<file path="config.mk">
export PLATFORM = sky130hd
export DESIGN_NAME = fifo_drain_2
export DESIGN_NICKNAME = d
export VERILOG_FILES = /design/src/rtl/fifo_drain_2.sv
export SDC_FILE = /design/constraint.sdc
export NUM_CORES = 1
export LEC_CHECK = 0
export ABC_AREA = 1
export CAP_MARGIN = 20
export CORE_AREA = 2 2 140 142
export CTS_CLUSTER_SIZE = 24
export DETAILED_ROUTE_END_ITERATION = 6
export DIE_AREA = 0 0 142 144
export HOLD_SLACK_MARGIN = 0.15
export PLACE_DENSITY = 0.66
export SYNTH_ARGS = -nofsm -noshare
export SYNTH_HDL_FRONTEND = slang
export SYNTH_SLANG_ARGS = --single-unit
</file>
<file path="constraint.sdc">
create_clock -name i_clk -period 1.9 [get_ports i_clk]
set_clock_uncertainty 0.1 [all_clocks]
set_input_delay 0.19 -clock i_clk [delete_from_list [all_inputs] [get_ports i_clk]]
set_output_delay 0.19 -clock i_clk [all_outputs]
set_load 0.1 [all_outputs]
</file>
<file path="src/rtl/fifo_drain_2.sv">
`default_nettype none
// ============================================================================
// Module      : fifo_drain_2
// Description : Read-side controller for the 2-tuple FIFOs. On i_start it
//               pops i_count items from a show-ahead FIFO and re-presents
//               them on a valid/ready stream through a 2-entry skid buffer.
//               Pop decisions depend only on registered occupancy, so the
//               FIFO read path never sees a combinational i_ready.
//
// Ports       : i_clk, i_rst    clock / synchronous active-high reset
//               i_start         begin a drain (sampled only in IDLE)
//               i_count         items to drain, latched with i_start
//               i_fifo_item     FIFO head word (show-ahead)
//               i_fifo_empty    FIFO empty flag
//               o_fifo_read     pop request to the FIFO
//               o_item/o_valid  output stream (skid entry 0)
//               i_ready         downstream accept
//               o_busy          high in STREAM or FLUSH
//               o_done          one-cycle pulse when a drain completes
// Revision    : 1.0  initial release
// ============================================================================
module fifo_drain_2 #(
    parameter int DATA_WIDTH  = 64,
    parameter int COUNT_WIDTH = 16
) (
    input  logic                   i_clk,
    input  logic                   i_rst,
    input  logic                   i_start,
    input  logic [COUNT_WIDTH-1:0] i_count,
    input  logic [DATA_WIDTH-1:0]  i_fifo_item,
    input  logic                   i_fifo_empty,
    output logic                   o_fifo_read,
    output logic [DATA_WIDTH-1:0]  o_item,
    output logic                   o_valid,
    input  logic                   i_ready,
    output logic                   o_busy,
    output logic                   o_done
);

    typedef enum logic [1:0] {
        ST_IDLE   = 2'd0,
        ST_STREAM = 2'd1,
        ST_FLUSH  = 2'd2
    } state_t;

    state_t                 r_state;
    state_t                 w_state_next;
    logic [COUNT_WIDTH-1:0] r_remaining;
    logic [COUNT_WIDTH-1:0] w_remaining_next;
    logic [1:0]             r_occ;
    logic [1:0]             w_occ_next;
    logic [DATA_WIDTH-1:0]  r_entry0;
    logic [DATA_WIDTH-1:0]  r_entry1;
    logic                   r_zero_done;
    logic                   w_zero_done_next;
    logic                   w_pop;
    logic                   w_hs;
    logic                   w_flush_done;

    // ------------------------------------------------------------------
    // Next-state and output logic
    // ------------------------------------------------------------------
    always_comb begin
        w_state_next     = r_state;
        w_remaining_next = r_remaining;
        w_zero_done_next = 1'b0;
        w_pop            = 1'b0;
        w_flush_done     = 1'b0;

        case (r_state)
            ST_IDLE: begin
                if (i_start) begin
                    if (i_count != '0) begin
                        w_remaining_next = i_count;
                        w_state_next     = ST_STREAM;
                    end else begin
                        w_zero_done_next = 1'b1;
                    end
                end
            end
            ST_STREAM: begin
                // Registered occupancy only: a handshake in this cycle does
                // not free a slot for a pop in the same cycle.
                w_pop = (r_remaining != '0) && !i_fifo_empty && (r_occ != 2'd2);
                if (w_pop) begin
                    w_remaining_next = r_remaining - 1'b1;
                    if (r_remaining == {{(COUNT_WIDTH-1){1'b0}}, 1'b1}) begin
                        w_state_next = ST_FLUSH;
                    end
                end
            end
            ST_FLUSH: begin
                if (r_occ == 2'd0) begin
                    w_flush_done = 1'b1;
                    w_state_next = ST_IDLE;
                end
            end
            default: begin
                w_state_next = ST_IDLE;
            end
        endcase

        if (i_rst) begin
            w_pop        = 1'b0;
            w_flush_done = 1'b0;
        end
    end

    assign w_hs       = o_valid & i_ready;
    assign w_occ_next = r_occ + {1'b0, w_pop} - {1'b0, w_hs};

    assign o_fifo_read = w_pop;
    assign o_valid     = (r_occ != 2'd0);
    assign o_item      = r_entry0;
    assign o_busy      = (r_state != ST_IDLE);
    // Zero-count completion is registered so it lands on the cycle after
    // i_start; a normal drain completes as soon as FLUSH sees the skid empty.
    assign o_done      = r_zero_done | w_flush_done;

    // ------------------------------------------------------------------
    // State register
    // ------------------------------------------------------------------
    always_ff @(posedge i_clk) begin
        if (i_rst) begin
            r_state     <= ST_IDLE;
            r_remaining <= '0;
            r_zero_done <= 1'b0;
        end else begin
            r_state     <= w_state_next;
            r_remaining <= w_remaining_next;
            r_zero_done <= w_zero_done_next;
        end
    end

    // ------------------------------------------------------------------
    // Skid buffer: entry 0 is the head. A new item lands in the slot that
    // will be the tail after this cycle's handshake (if any).
    // ------------------------------------------------------------------
    always_ff @(posedge i_clk) begin
        if (i_rst) begin
            r_occ    <= 2'd0;
            r_entry0 <= '0;
            r_entry1 <= '0;
        end else begin
            r_occ <= w_occ_next;
            if (w_hs) begin
                r_entry0 <= r_entry1;
            end
            if (w_pop) begin
                if ((r_occ == 2'd0) || ((r_occ == 2'd1) && w_hs)) begin
                    r_entry0 <= i_fifo_item;
                end else begin
                    r_entry1 <= i_fifo_item;
                end
            end
        end
    end

endmodule
`default_nettype wire
</file>
==> summary.txt, run 1 <==
Cells and area
  • Most common cell after layout, fill and taps aside: nand2_1
  • Area taken by multi-input logic gates: 4100 um2
  • # fillers: 1849
  • Layout area overhead: 35.7%
  • Nets: 1491
  • Share of cells above drive strength 1: 14.7%
  • ANT cells: 0
  • Commonest non-fill, non-tap cells in the layout: 537 x nand2_1, 138 x a21oi_1, 137 x dfxtp_1, 101 x buf_4, 84 x inv_1
  • Reg area: 3000 um2
  • Post-layout instance area: 10600 um2

STA
  • Slew Limit Headroom: 63.9%
  • Min Tclk post-route: 1.92 ns
  • Final setup fails: 12
  • Worst-margin pin slew: 0.541 ns
  • Max-slew violations: 0
  • Final worst path period share: 101%
  • Fmax: 520 MHz
  • Post-route setup TNS: -0.0514 ns
  • Fin worst setup slack: -0.0213 ns
  • Final hold vios: 0
  • Unrepaired setup endpoints after global routing: true

Power
  • Maximum vdd ir drop: 0.623 mV
  • Power Density: 1080 nW/um2
  • Leak Pwr: 0.00452 uW

Floorplanning
  • DIE WIDTH: 142 um
  • Die outline height: 144 um
  • Die area: 20400 um2
  • Num rows: 51
  • Initial Util: 40.8%
  • Io pins: 153
  • Core area: 19100 um2

Placed design
  • Number of I/O port buffers: 152
  • Hpwl dp: 13900 um
  • DP Area: 9630 um2
  • GPL Wtd Cong: 0.858

Yosys
  • Share of the synthesized area in the top cell type: 38.3%
  • Largest cells by area after synthesis: dfxtp_1 38%, nand2_1 26%, a21oi_1 9.0%, nand3_1 5.2%, inv_1 4.2%
  • Synth area leader: dfxtp_1
  • Sequential area share after synthesis: 38.3%
  • Distinct cells, synth: 31
  • Yosys reg bits: 149
  • Yosys warns: 0
  • Post-synthesis cell area: 7780 um2
  • Avg Inst Size Synth: 6.22 um2
  • Cells after Synth: 1250
  • Synth Net Count: 1339

Routing
  • Post-Route WL: 23000 um
  • Antenna-violating nets left: 0
  • DRC violations left: 0
  • Pre-antenna DRT Iters: 4
  • Initial DRC count: 511
  • WL/cell: 13.9 um
  • DR vias/cell: 4.96
  • Number of vias in the routed layout: 8179

Global routing
  • GRT Util Overall: 21.4%
  • Grt total ovfl: 0
  • Pin count of the biggest net entering global routing: 89
  • Initial antenna violation count: 0
  • Vias in the first global route: 7317
  • First-pass GRT wire length: 35600 um

Worst setup path
  • Crit-path max FO: 2
  • Critical Path End Type: output port
  • CP required: 1.61 ns
  • Crit path DAT: 1.63 ns
  • Startpoint types: flop
  • Kind of critical path: flop to output port

Job
  • Max-Cap Viols: 0

Clocking
  • Clock Latency Late Sink: 0.42 ns
  • TritonCTS buffer count: 17
  • H-tree depth: 4
  • CTS Buffer Depth: 2
  • Root Driver: clkbuf_16
  • TritonCTS clock tree: yes
  • Clk pin slew, worst setup/hold paths: 0.06 ns
  • CTS Sinks: 149

Run status
  • Failing checks: setup timing
  • Status: finished, violations left

Worst hold path
  • Worst hold path class: primary input to flop
-- report_power, final --
group          internal, uW  switching, uW  total (uW)
combinational          1600           3060        4660
clock                  1980           1330        3310
sequential             3320            155        3480
-- final cells by class --
| class | instances | area share [%] |
|---|---|---|
| sequential | 149 | 28.4 |
| clock inverter | 9 | 1.01 |
| timing repair buffer | 215 | 21.3 |
| clock buffer | 20 | 4.33 |
| multi-input combinational | 926 | 38.8 |
| tap | 238 | 2.82 |
| inverter | 93 | 3.37 |
-- what timing repair did --
| item | 4_1_cts | 5_1_grt |
|---|---|---|
| setup endpoints to repair | 1 | 131 |
| hold buffers | 1 | 0 |
| resized for setup | 23 | 13 |
| gates cloned | 0 | 6 |
| endpoints found under the hold margin | 3 | 0 |
| pin swaps | 10 | 6 |
| buffers inserted | 12 | 1 |
-- registers in the layout, indices dropped and copies added, names as in the netlist --
signal / count
r_remaining: 16
r_state: 2
o_item: 64
r_entry1: 64
r_zero_done: 1
r_occ: 2
-- cells in the mapped netlist --
cell and count:
inv_2 4, nor3_1 2, nor2_2 6, o21ai_0 64, nand3_4 1, dfxtp_1 149, nor2_1 53, a31o_2 1
buf_1 3, nand4_1 1, nor2_4 1, clkbuf_1 32, ha_1 4, and2_0 1, nor2_8 1, buf_6 6
a21oi_1 140, buf_4 18, o21ai_1 13, buf_2 23, nand2_2 4, xnor2_1 2, nand2_1 543, nand3_1 81
xor2_1 3, clkinv_1 2, o21bai_1 1, or2_2 2, inv_1 87, nand3b_1 1, a31oi_1 1
-- path summary, 6_finish.rpt --
| kind | slack [ns] | start | endpoint | cells past startpoint |
|---|---|---|---|---|
| worst max-delay path | -0.02 | r_remaining[9] | o_fifo_read | 8 |
| worst min-delay path | 0.24 | i_start | r_zero_done | 3 |
| worst min register to register | 0.36 | r_entry1[27] | r_entry1[27] | 2 |
| worst max register to register | -0.01 | r_remaining[0] | r_entry1[51] | 12 |
-- cell families after synthesis --
kind of cell / after synthesis / share of synthesized area (%)
buffers and inverters: 175 / 10.3
AND/OR/NAND/NOR: 697 / 35.9
adder cells (fa/ha/maj): 4 / 0.643
XOR/XNOR: 5 / 0.563
AO/OA/AOI/OAI: 220 / 14.2
flip-flops: 149 / 38.3
-- worst max-delay path: stages (launching register included) --
cell and delay [ns]:
dfxtp_4 0.36, nor2_4 0.12, nand2_2 0.08, nor2_4 0.13, nand2_2 0.09, nand3_4 0.09
nor2_8 0.05, buf_12 0.13, buf_16 0.16
-- through the flow --
stage / worst slack [ns] / util, % / power [uW] / hold slack, ns / instances
floorplan: 0.0259 / - / 6440 / 0.229 / 1250
global placement: -0.0426 / 50.5 / 7930 / 0.348 / 1601
detailed placement: -0.0758 / 50.5 / 7950 / 0.351 / 1601
CTS: -0.0626 / 54.2 / 11400 / 0.226 / 1643
global route: -0.107 / 55.3 / 12100 / 0.242 / 1650
finish: -0.0213 / 55.3 / 11400 / 0.243 / 1650
-- routing by layer --
| layer | routed length [um] | global-route usage [%] | up-vias |
|---|---|---|---|
| met5 | 0 | 0 | - |
| met4 | 206 | 5.74 | 0 |
| met3 | 1320 | 4.14 | 13 |
| met2 | 10700 | 35.8 | 223 |
| met1 | 10800 | 28.5 | 3704 |
| li1 | - | - | 4239 |
Note: power is estimated with default switching activity, not from simulation.
==> inputs of run 2 (changes only) <==
--- a/config.mk
+++ b/config.mk
@@ -7,12 +7,11 @@
 export LEC_CHECK = 0
 export ABC_AREA = 1
 export CAP_MARGIN = 20
-export CORE_AREA = 2 2 140 142
+export CORE_AREA = 2 2 126 128
 export CTS_CLUSTER_SIZE = 24
 export DETAILED_ROUTE_END_ITERATION = 6
-export DIE_AREA = 0 0 142 144
-export HOLD_SLACK_MARGIN = 0.15
-export PLACE_DENSITY = 0.66
+export DIE_AREA = 0 0 128 130
+export PLACE_DENSITY = 0.79
 export SYNTH_ARGS = -nofsm -noshare
 export SYNTH_HDL_FRONTEND = slang
 export SYNTH_SLANG_ARGS = --single-unit
==> run 2 against run 1 <==
  * The run still ends with setup timing left
  * Die area is 19% lower
  * Sequential power hardly changed
  * Maximum frequency is 0.28% higher
  * Combinational power hardly changed
  * Via count is 3.4% higher
  * Worst setup slack better by 0.0055 ns
  * Wire length is 5.5% lower
  * Power is 1.2% higher
  * Flip-flop and latch count stayed put
  * First-iteration DRC count is 55% higher
  * Sequential share of layout area is 0.28 points higher
==> summary.txt, run 2 (synthesis results as in run 1) <==
Global routing
  • Pin count of the biggest net entering global routing: 59
  • First-pass GRT wire length: 34300 um
  • Vias in the first global route: 7396
  • GRT Util Overall: 25.2%
  • Grt total ovfl: 0
  • Initial antenna violation count: 0

Run status
  • Status: finished, violations left
  • Failing checks: setup timing

STA
  • Final hold vios: 0
  • Max-slew violations: 0
  • Post-route setup TNS: -0.0158 ns
  • Final worst path period share: 101%
  • Slew Limit Headroom: 59.2%
  • Min Tclk post-route: 1.92 ns
  • Fin worst setup slack: -0.0158 ns
  • Fmax: 522 MHz
  • Unrepaired setup endpoints after global routing: true
  • Final setup fails: 1
  • Worst-margin pin slew: 0.611 ns

Worst setup path
  • Top cell by count, worst path: buf_12
  • Startpoint types: flop
  • Crit-path max FO: 5
  • CP max stage cell: dfxtp_2
  • Crit path DAT: 1.63 ns
  • Critical Path End Type: output port
  • Slowest cell delay on critical path: 0.34 ns
  • Kind of critical path: flop to output port
  • CP top delay family: simple AND/OR/NAND/NOR gates
  • Buffers and inverters on the worst path: 2
  • Crit path from: r_remaining[13]
  • R2R cell count: 11
  • Levels on crit path: 8
  • CP required: 1.61 ns
  • Reg-to-Reg Start: r_remaining[14]
  • Crit path cell chain: nor2_2, nand2_1, nor2_4, nand2_2, nand3_4, nor2_8, buf_12, buf_12

Cells and area
  • Fin util: 67.8%
  • Most common cell after layout, fill and taps aside: nand2_1
  • Post-layout instance area: 10500 um2
  • Layout area overhead: 34.4%
  • Nets: 1493
  • ANT cells: 0
  • Commonest non-fill, non-tap cells in the layout: 538 x nand2_1, 139 x a21oi_1, 136 x dfxtp_1, 108 x buf_4, 84 x inv_1
  • Share of cells above drive strength 1: 14.8%
  • Post-route insts no fill: 1609

Clocking
  • Root Driver: clkbuf_16
  • H-tree depth: 4
  • Clk pin slew, worst setup/hold paths: 0.06 ns
  • TritonCTS clock tree: yes
  • CTS Sinks: 149
  • # hold bufs at CTS: 0
  • Clock Latency Late Sink: 0.42 ns
  • TritonCTS buffer count: 17
  • CTS Buffer Depth: 2

Floorplanning
  • DIE WIDTH: 128 um
  • Num rows: 46
  • Core area: 15400 um2
  • Initial Util: 50.4%
  • Io pins: 153
  • Die area: 16600 um2
  • Die outline height: 130 um

Routing
  • Initial DRC count: 794
  • WL/cell: 13.5 um
  • Post-Route WL: 21700 um
  • DRC violations left: 0
  • Pre-antenna DRT Iters: 5
  • Antenna-violating nets left: 0
  • DR vias/cell: 5.26
  • Number of vias in the routed layout: 8457

Placed design
  • Number of I/O port buffers: 152
  • Hpwl dp: 13600 um
  • DP Area: 9580 um2
  • # placed instances: 1558
  • GPL Wtd Cong: 0.884

Worst hold path
  • Worst hold path class: primary input to flop
  • Hold Crit Depth: 4
  • Worst hold start: i_rst

Power
  • Final total power: 11600 uW
  • Leak Pwr: 0.00452 uW
  • Maximum vdd ir drop: 0.664 mV
  • Power Density: 1110 nW/um2

Job
  • Max-Cap Viols: 0
-- run 2: path summary, 6_finish.rpt --
path | to | slack, ns
max | o_fifo_read | -0.02
min | r_remaining[10] | 0.19
max reg2reg | r_entry1[16] | 0.03
min reg2reg | r_entry1[0] | 0.36
-- run 2: worst register-to-register path: cells and delay by family, from the launching register on --
| kind | cells | cell delay (ns) |
|---|---|---|
| simple gates | 7 | 0.62 |
| buf+inv | 3 | 0.53 |
| compound gates | 1 | 0.15 |
| flops | 1 | 0.39 |
-- run 2: layout make-up --
| type | instances | area, um2 |
|---|---|---|
| repair buffers | 217 | 2180 |
| fillers | 1305 | 4970 |
| inverters | 93 | 358 |
| well taps | 192 | 240 |
| flip-flops and latches | 149 | 3000 |
| clock buffers | 23 | 468 |
| multi-input cells | 926 | 4080 |
| clock inverters | 9 | 126 |
-- run 2: where the power goes --
group          switching (uW)  total [uW]  internal (uW)
registers                 145        3470           3320
logic                    3050        4680           1630
clock network            1310        3440           2130
-- run 2: metrics by stage --
| step | setup slack, ns | hold slack [ns] |
|---|---|---|
| floorplan | 0.0259 | 0.229 |
| global placement | -0.0867 | 0.347 |
| detailed placement | -0.126 | 0.352 |
| CTS | -0.0430 | 0.183 |
| global route | -0.141 | 0.236 |
| finish | -0.0158 | 0.195 |
-- run 2: per-layer routing --
metal | vias up | share of wire, % | global-route usage, %
met4 | 0 | 1.9 | 9.63
met1 | 3877 | 44 | 32.8
li1 | 4246 | - | -
met5 | - | 0 | 0
met3 | 37 | 6.1 | 4.35
met2 | 297 | 48 | 42.0
-- run 2: repair_timing --
item	4_1_cts	5_1_grt
gates resized for setup	24	10
gates cloned	0	3
endpoints found under the setup margin	1	123
pin swaps	9	2
buffers inserted	16	0
==> inputs of run 3 (changes only) <==
--- a/config.mk
+++ b/config.mk
@@ -7,11 +7,11 @@
 export LEC_CHECK = 0
 export ABC_AREA = 1
 export CAP_MARGIN = 20
-export CORE_AREA = 2 2 126 128
+export CORE_AREA = 2 2 143 145
 export CTS_CLUSTER_SIZE = 24
 export DETAILED_ROUTE_END_ITERATION = 6
-export DIE_AREA = 0 0 128 130
-export PLACE_DENSITY = 0.79
+export DIE_AREA = 0 0 145 147
+export PLACE_DENSITY_LB_ADDON = 0.3
 export SYNTH_ARGS = -nofsm -noshare
 export SYNTH_HDL_FRONTEND = slang
 export SYNTH_SLANG_ARGS = --single-unit
==> constraint.sdc (replaced) <==
create_clock -name i_clk -period 1.64 [get_ports i_clk]
set_clock_uncertainty 0.1 [all_clocks]
set_input_delay 0.164 -clock i_clk [delete_from_list [all_inputs] [get_ports i_clk]]
set_output_delay 0.164 -clock i_clk [all_outputs]
set_load 0.1 [all_outputs]
==> run 3 against run 2 <==
  * The flow still finishes with violations (setup timing)
  * Core utilization down 8.8 points
  * Via count down 1.5%
  * Largest cell class unchanged
  * Count of clock-buffer cells in the layout down 3
  * Global-route usage down 4.0 points
  * Highest routed layer unchanged
  * Power up 20%
  * Final area up 12%
  * Combinational power up 24%
  * Critical path type unchanged
  * Hold slack worse by 0.013 ns
  * Die area up 28%
  * Wire length up 7.1%
  * Sequential power up 16%
==> summary.txt, run 3 (synthesis results as in run 1) <==
Power
  • Leak Pwr: 0.00491 uW
  • Power Density: 1180 nW/um2
  • Maximum vdd ir drop: 0.719 mV

STA
  • Slew Limit Headroom: 53.5%
  • Max-slew violations: 0
  • Fmax: 527 MHz
  • Fin worst setup slack: -0.256 ns
  • Worst-margin pin slew: 0.698 ns
  • Final worst path period share: 116%
  • Unrepaired setup endpoints after global routing: true
  • Min Tclk post-route: 1.90 ns
  • Final setup fails: 150
  • Final hold vios: 0

Cells and area
  • Layout area overhead: 50.4%
  • Share of cells above drive strength 1: 17.4%
  • Commonest non-fill, non-tap cells in the layout: 530 x nand2_1, 144 x dfxtp_1, 138 x a21oi_1, 83 x inv_1, 83 x clkdlybuf4s50_1
  • Nets: 1530
  • # fillers: 1792
  • Fin util: 59.0%
  • Post-route insts no fill: 1725
  • Most common cell after layout, fill and taps aside: nand2_1

Worst setup path
  • Kind of critical path: flop to output port
  • Reg-to-Reg Start: r_remaining[0]
  • Crit path DAT: 1.63 ns
  • R2R cell count: 12
  • Critical Path End Type: output port
  • Crit-path max FO: 2
  • CP required: 1.38 ns
  • Worst R2R End: r_entry1[0]
  • Register-to-register path setup slack: -0.24 ns
  • Startpoint types: flop

Routing
  • Pre-antenna DRT Iters: 4
  • Post-Route WL: 23300 um
  • Antenna-violating nets left: 0
  • Number of vias in the routed layout: 8334
  • DRC violations left: 0
  • WL/cell: 13.5 um
  • Initial DRC count: 522
  • DR vias/cell: 4.83

Placed design
  • # placed instances: 1679
  • GPL Wtd Cong: 0.870
  • Place WS: -0.317 ns
  • Number of I/O port buffers: 152
  • Hpwl dp: 14700 um

Global routing
  • Grt total ovfl: 0
  • First-pass GRT wire length: 37500 um
  • Pin count of the biggest net entering global routing: 63
  • Vias in the first global route: 7751
  • Initial antenna violation count: 1
  • GRT Util Overall: 21.2%

Floorplanning
  • Num rows: 52
  • Core area: 19800 um2
  • Die outline height: 147 um
  • Io pins: 153
  • DIE WIDTH: 145 um
  • Initial Util: 39.2%
  • Die area: 21300 um2

Job
  • Max-Cap Viols: 0

Worst hold path
  • Worst hold start: i_rst
  • Worst hold path class: primary input to flop
  • Hold endpoint: r_occ[1]
  • Hold Crit Depth: 4

Clocking
  • CTS Buffer Depth: 2
  • TritonCTS clock tree: yes
  • Root Driver: clkbuf_16
  • Clock Latency Late Sink: 0.41 ns
  • Clk pin slew, worst setup/hold paths: 0.06 ns
  • TritonCTS buffer count: 17
  • CTS Sinks: 149
  • H-tree depth: 4

Run status
  • Failing checks: setup timing
  • Status: finished, violations left
[run 3: changes by cell type in the layout (fill, tap and decap cells not counted), moves of 3 or more]
| cell | previous run | this run |
|---|---|---|
| buf_12 | 22 | 81 |
| buf_4 | 108 | 81 |
| dfxtp_1 | 136 | 144 |
| dfxtp_2 | 12 | 4 |
| nand2_1 | 538 | 530 |
| nand2_2 | 6 | 13 |
| clkinv_4 | 1 | 5 |
| clkbuf_1 | 4 | 1 |
| clkbuf_16 | 20 | 23 |
| clkinv_2 | 4 | 1 |
[run 3: how the worst max path moves through the flow]
stage                              start              to  slack, ns
after floorplan               r_state[1]  r_remaining[5]      -0.08
after global placement      i_fifo_empty     o_fifo_read      -0.29
after detailed placement    i_fifo_empty    r_entry1[55]      -0.32
after CTS                 r_remaining[1]     o_fifo_read      -0.27
after global routing      r_remaining[1]      o_item[61]      -0.33
final                     r_remaining[0]     o_fifo_read      -0.26
[run 3: cell type report]
| class | instances | area (um2) | area share, % |
|---|---|---|---|
| timing repair buffer | 254 | 3270 | 28.0 |
| clock buffer | 20 | 468 | 4.00 |
| multi-input combinational | 926 | 4130 | 35.3 |
| inverter | 93 | 355 | 3.04 |
| tap | 270 | 338 | 2.89 |
| sequential | 149 | 2990 | 25.6 |
| antenna | 1 | 2.50 | 0.0214 |
| clock inverter | 12 | 144 | 1.23 |
[run 3: layer usage]
metal / vias to the layer above / GRT usage [%] / routed length, um / share of wire [%]
li1: 4330 / - / - / -
met3: 24 / 4.29 / 1150 / 4.9
met5: - / 0 / 0 / 0
met1: 3770 / 26.9 / 10300 / 44
met4: 0 / 7.13 / 449 / 1.9
met2: 210 / 36.0 / 11300 / 49
[run 3: what timing repair did]
| item | CTS | global route |
|---|---|---|
| hold buffers | 0 | 0 |
| buffers inserted | 4 | 3 |
| pin swaps | 4 | 5 |
| gates resized for setup | 17 | 8 |
| endpoints found under the setup margin | 150 | 150 |
| cloned | 1 | 5 |
[run 3: report_power, final]
group / internal [uW] / total (uW) / switching [uW] / leakage [uW]
combinational: 2190 / 5810 / 3620 / 0.00340
clock: 2400 / 4020 / 1620 / 0.000294
sequential: 3840 / 4030 / 192 / 0.00121
total: 8430 / 13900 / 5430 / 0.00491
[run 3: critical path, cell delays in order (launching register included)]
cell	delay, ns
dfxtp_2	0.33
inv_2	0.05
ha_4	0.15
nand2_2	0.06
nor2_2	0.03
nand2_2	0.08
nand3_4	0.10
nor2_8	0.12
buf_12	0.12
buf_12	0.16
[run 3: metrics by stage]
stage               TNS (ns)  power [uW]  hold slack [ns]  instance area, um2
global route          -39.62       14600            0.195               11700
finish                -26.95       13900            0.181               11700
CTS                   -26.29       13800            0.174               11500
global placement      -37.20        9650            0.347               10800
floorplan             -0.861        7540            0.203                7880
detailed placement    -41.53        9720            0.352               10800
==> RTL change 1, RTL diff (settings of run 1) <==
Re-encode `state_t` (3 states) as one-hot, 3 bits wide.
--- a/src/rtl/fifo_drain_2.sv
+++ b/src/rtl/fifo_drain_2.sv
@@ -37,10 +37,10 @@
     output logic                   o_done
 );
 
-    typedef enum logic [1:0] {
-        ST_IDLE   = 2'd0,
-        ST_STREAM = 2'd1,
-        ST_FLUSH  = 2'd2
+    typedef enum logic [2:0] {
+        ST_IDLE   = 3'b001,
+        ST_STREAM = 3'b010,
+        ST_FLUSH  = 3'b100
     } state_t;
 
     state_t                 r_state;
Check against the original RTL: no difference found for any inputs over 4 cycles, from zero or initial values and one cycle with i_rst high; so few cycles prove little.
==> RTL change 1 against run 1 <==
Non-clock buffer count is 20 higher. Combinational power is 32% lower. Synthesized area is 12% lower. Total power is 12% lower. Cell count is 13% lower. Fmax is 2.3% higher. Synthesized cell count is 20% lower. Sequential cell count is 1 higher. Cell area is 4.2% lower. Largest power group is now registers. First-iteration DRC count is 32% lower. Wire length is 14% lower. Worst setup slack better by 0.043 ns.
==> RTL change 1: results (changes against run 1) <==
- 1277 — number of nets in the layout, -14%
- 8880 sq um — placed cell area, -7.8%
- 5 — First-pass DRT Iterations, +1
- 6278 — number of global-route vias before repair, -14%
- r_remaining[1]$_SDFFE_PP0P_ — Crit. Startpoint
- 12 — post-CTS sizing, -48%
- 635 uV — Max VDD drop, +1.8%
- 10100 sq um — post-route standard cell area excluding fillers, -4.2%
- 9 — post-CTS setup buffer count, -3
- o_item[52]$_SDFF_PP0_ — capturing instance or port of the critical path
- 0.254 ns — worst hold margin, +0.0115 ns
- 0 — total number of yosys warnings, unchanged
- 0.829 — final weighted congestion in routability-driven placement, -3.3%
- 87 — largest net degree at the start of global routing, -2.2%
- 12.1 mm — HPWL after DPL, -12%
- 532 MHz — top achievable clock speed, +2.3%
- 749 — multi-input gates, -19%
- 4.26 nW — cell leakage power, -5.8%
- 1082 — Mapped Nets, -19%
- 0.33 ns — largest stage delay on the critical path, -0.03 ns
- 23.6% — Signal buf overhead, +2.3 points
- -0.134 ns — worst setup slack after placement, -0.0583 ns
- dfxtp_2 — cell with the biggest individual delay on the critical path
- 3.69 mW — Net Switching, -19%
- 14 — critical path fanouts, max, +12
- 30.1 mm — wire length of the first global-routing pass, -15%
- 43.8% — part of the Yosys area used for sequential elements, +5.4 points
- 6.06% — Final clock-cell share, +0.73 points
- clkbuf_16 — root buffer cell
- 72.2% — remaining max-slew budget at the tightest pin, +8.3 points
- dfxtp_1, nand2_1, nor2_1 — top cells by area, synth
- 13.7 microns — wire per inst, -1.7%
- 150 — sequential cell count, +0.67%
- 18.2% — global routing usage summed across all routing layers, -3.2 points
- 4.85 — via density per instance, -2.2%
- 348 — Iteration-0 DRC Markers, -32%
- 36 — number of inverters outside the clock class in the layout, -61%
- 1382 — Placed Instances, -14%
- 0.02 ns — worst setup slack for register-to-register paths, +0.03 ns
- 29.8% — share of the final layout cell area in sequential cells, +1.4 points
- buffers and inverters — critical path's top delay family
- 3630 sq um — multi-input logic area, -11%
- nand2_1, nor2_1, dfxtp_1, o21ai_0, nand3_1 — top cells by count, synth
- 37 — Unique masters post-synth, +19%
- 26.6% — fraction of final layout cells with drive strength greater than 1, +12 points
- 235 — number of buffers other than clock buffers in the final layout, +9.3%
- 2.09 ns — critical path data arrival time, +0.46 ns
- 6.90 sq um — mean post-synth cell area, +11%
- complete, no violations — run status
RTL change 1: cell types whose count changed after synthesis, sizes merged, moves of 2 or more:
cell	run 1	this run
a21oi	140	16
buf	50	34
clkbuf	32	26
inv	91	34
nand2	547	263
nand4	1	3
nor2	61	238
nor3	2	5
o21ai	77	132
xor2	3	1
RTL change 1: metal layers:
metal / global-route usage (%) / vias to the layer above / part of all wire, %
li1: - / 3569 / -
met5: 0 / - / 0
met4: 4.79 / 0 / 1.4
met1: 22.9 / 3227 / 44
met2: 29.9 / 161 / 47
met3: 6.46 / 25 / 6.9
RTL change 1: logic make-up after synthesis:
logic type | share of synthesized area (%)
buf+inv | 6.93
fa+ha+maj | 0.547
xor+xnor | 0.383
flops | 43.8
simple gates | 36.1
compound gates | 12.3
RTL change 1: power groups by stage:
stage	logic (mW)	registers, mW	clock network, mW
floorplan	1.46	4.06	0
global placement	2.94	3.52	0
detailed placement	2.96	3.53	0
CTS	3.05	3.47	3.56
global route	3.44	3.50	3.67
finish	3.17	3.48	3.48
==> RTL change 2, RTL diff (config.mk and constraints of run 1) <==
Without the edit above. The parameter `DATA_WIDTH` goes from 64 to 68.
--- a/src/rtl/fifo_drain_2.sv
+++ b/src/rtl/fifo_drain_2.sv
@@ -20,7 +20,7 @@
 // Revision    : 1.0  initial release
 // ============================================================================
 module fifo_drain_2 #(
-    parameter int DATA_WIDTH  = 64,
+    parameter int DATA_WIDTH  = 68,
     parameter int COUNT_WIDTH = 16
 ) (
     input  logic                   i_clk,
Ports: changed (resized i_fifo_item and o_item); port bits go from 153 to 161. The function was not compared with the original's and may differ.
==> RTL change 2 against run 1 <==
The flow still finishes with violations (negative setup slack). Worst setup slack got worse by 0.082 ns. Sequential cell count rose by 8. Critical path type is now flip-flop to flip-flop. Via count rose by 11%. Global-route usage is 0.81 points higher. Count of clock-buffer cells in the layout unchanged. Synthesized area is 4.2% higher. Cell area rose by 22%. Critical endpoint is now r_entry1[36]$_SDFFE_PP0P_. Largest power group unchanged. Critical path depth grew 5. Hold slack better by 0.0032 ns. Total power rose by 14%. Wire length is 21% higher.
==> RTL change 2: results (changes against run 1) <==
- complete, but fails checks — run status
- negative setup slack — violations in the final reports
- 14.6 mm — HPWL after DPL, +5.4%
- 0.33 ns — largest stage delay on the critical path, -0.03 ns
- -0.112 ns — worst setup slack after placement, -0.0362 ns
- 7534 — number of global-route vias before repair, +3.0%
- -0.103 ns — PnR worst setup slack, -0.0822 ns
- 13 — cells on worst reg2reg path, +1
- 5.40 nW — cell leakage power, +19%
- 693 — Iteration-0 DRC Markers, +36%
- 1404 — Mapped Nets, +4.9%
- 73 — Finish-stage setup viols, +61
- 0.813 ns — Worst-Margin Slew, +0.271 ns
- 1602 — number of nets in the layout, +7.4%
- 2.24 ns — critical path data arrival time, +0.61 ns
- 6 — First-pass DRT Iterations, +2
- 160 — number of buffers inserted by port buffering, +5.3%
- 22.3% — global routing usage summed across all routing layers, +0.81 points
- 27.8 mm — overall routed net length, +21%
- 38.8% — Synth top area share, +0.41 points
- 9 — critical path fanouts, max, +7
- 38.8% — part of the Yosys area used for sequential elements, +0.41 points
- dfxtp_2 — cell with the biggest individual delay on the critical path
- 6.19 sq um — mean post-synth cell area, -0.60%
- 5.15 — via density per instance, +4.0%
- 91 — largest net degree at the start of global routing, +2.2%
- 30.8% — fraction of final layout cells with drive strength greater than 1, +16 points
- 36.9 mm — wire length of the first global-routing pass, +3.7%
- 30 — Unique masters post-synth, -3.2%
- 2.00 ns — post-layout min period, +0.0822 ns
- 0.825 — final weighted congestion in routability-driven placement, -3.8%
- 753 uV — Max VDD drop, +21%
-- RTL change 2: repair_timing --
item | 4_1_cts | 5_1_grt
gates resized for setup | 22 | 333
hold buffers | 1 | 0
hold endpoints to repair | 2 | 0
gates cloned | 2 | 29
pin swaps | 9 | 80
buffers inserted | 12 | 5
setup endpoints to repair | 1 | 141
-- RTL change 2: routing by layer --
metal	vias up	GRT usage, %	share of wire, %
li1	4535	-	-
met1	4221	29.7	45
met2	267	37.0	48
met3	41	3.91	5.0
met4	0	6.63	2.1
met5	-	0	0
-- RTL change 2: final cells by class --
type / instances / area [sq um]
clock inverter: 11 / 118
multi-input combinational: 971 / 5360
tap: 238 / 298
sequential: 157 / 3170
timing repair buffer: 264 / 3060
clock buffer: 20 / 457
inverter: 97 / 399
timing repair inverter: 1 / 16.3
fill: 1575 / 6200
-- RTL change 2: per-stage QoR --
step           cell area, sq um  hold WS, ns  TNS (ns)
6_report                  12900        0.246     -1.46
5_1_grt                   12900        0.237     -8.09
4_1_cts                   11000        0.241     -1.02
3_5_place_dp              10200        0.352    -10.56
3_3_place_gp              10200        0.348     -5.25
2_1_floorplan              8130        0.229         0
-- RTL change 2: worst max-delay path: cells and delay by family (launching register included) --
kind	cells	cell delay [ns]
DFF	1	0.33
adders and majority gates	1	0.14
and+or+nand+nor	7	0.59
AOI/OAI and AO/OA	1	0.19
buffers and inverters	4	0.55
-- RTL change 2: cell families (layout without fill, tap and decap cells) --
kind of cell / after synthesis / after routing / share of synthesized area (%)
adders and majority gates: 4 / 4 / 0.617
DFF: 157 / 157 / 38.8
AOI/OAI and AO/OA: 232 / 232 / 14.4
xor gates and xnor gates: 5 / 5 / 0.540
buffers and inverters: 184 / 393 / 9.75
and+or+nand+nor: 729 / 730 / 35.9
-- RTL change 2: final timing paths --
| kind | start | endpoint | slack (ns) |
|---|---|---|---|
| hold reg to reg | r_entry1[3]$_SDFFE_PP0P_ | r_entry1[3]$_SDFFE_PP0P_ | 0.36 |
| setup / recovery | r_remaining[0]$_SDFFE_PP0P_ | r_entry1[36]$_SDFFE_PP0P_ | -0.10 |
| setup reg to reg | r_remaining[0]$_SDFFE_PP0P_ | r_entry1[36]$_SDFFE_PP0P_ | -0.10 |
| hold / removal | i_start | r_zero_done$_SDFF_PP0_ | 0.25 |
-- RTL change 2: where the power goes --
part           total [mW]  switching, mW  internal [mW]
registers            3.66          0.158           3.50
clock network        3.38           1.39           1.99
logic                5.99           3.84           2.15
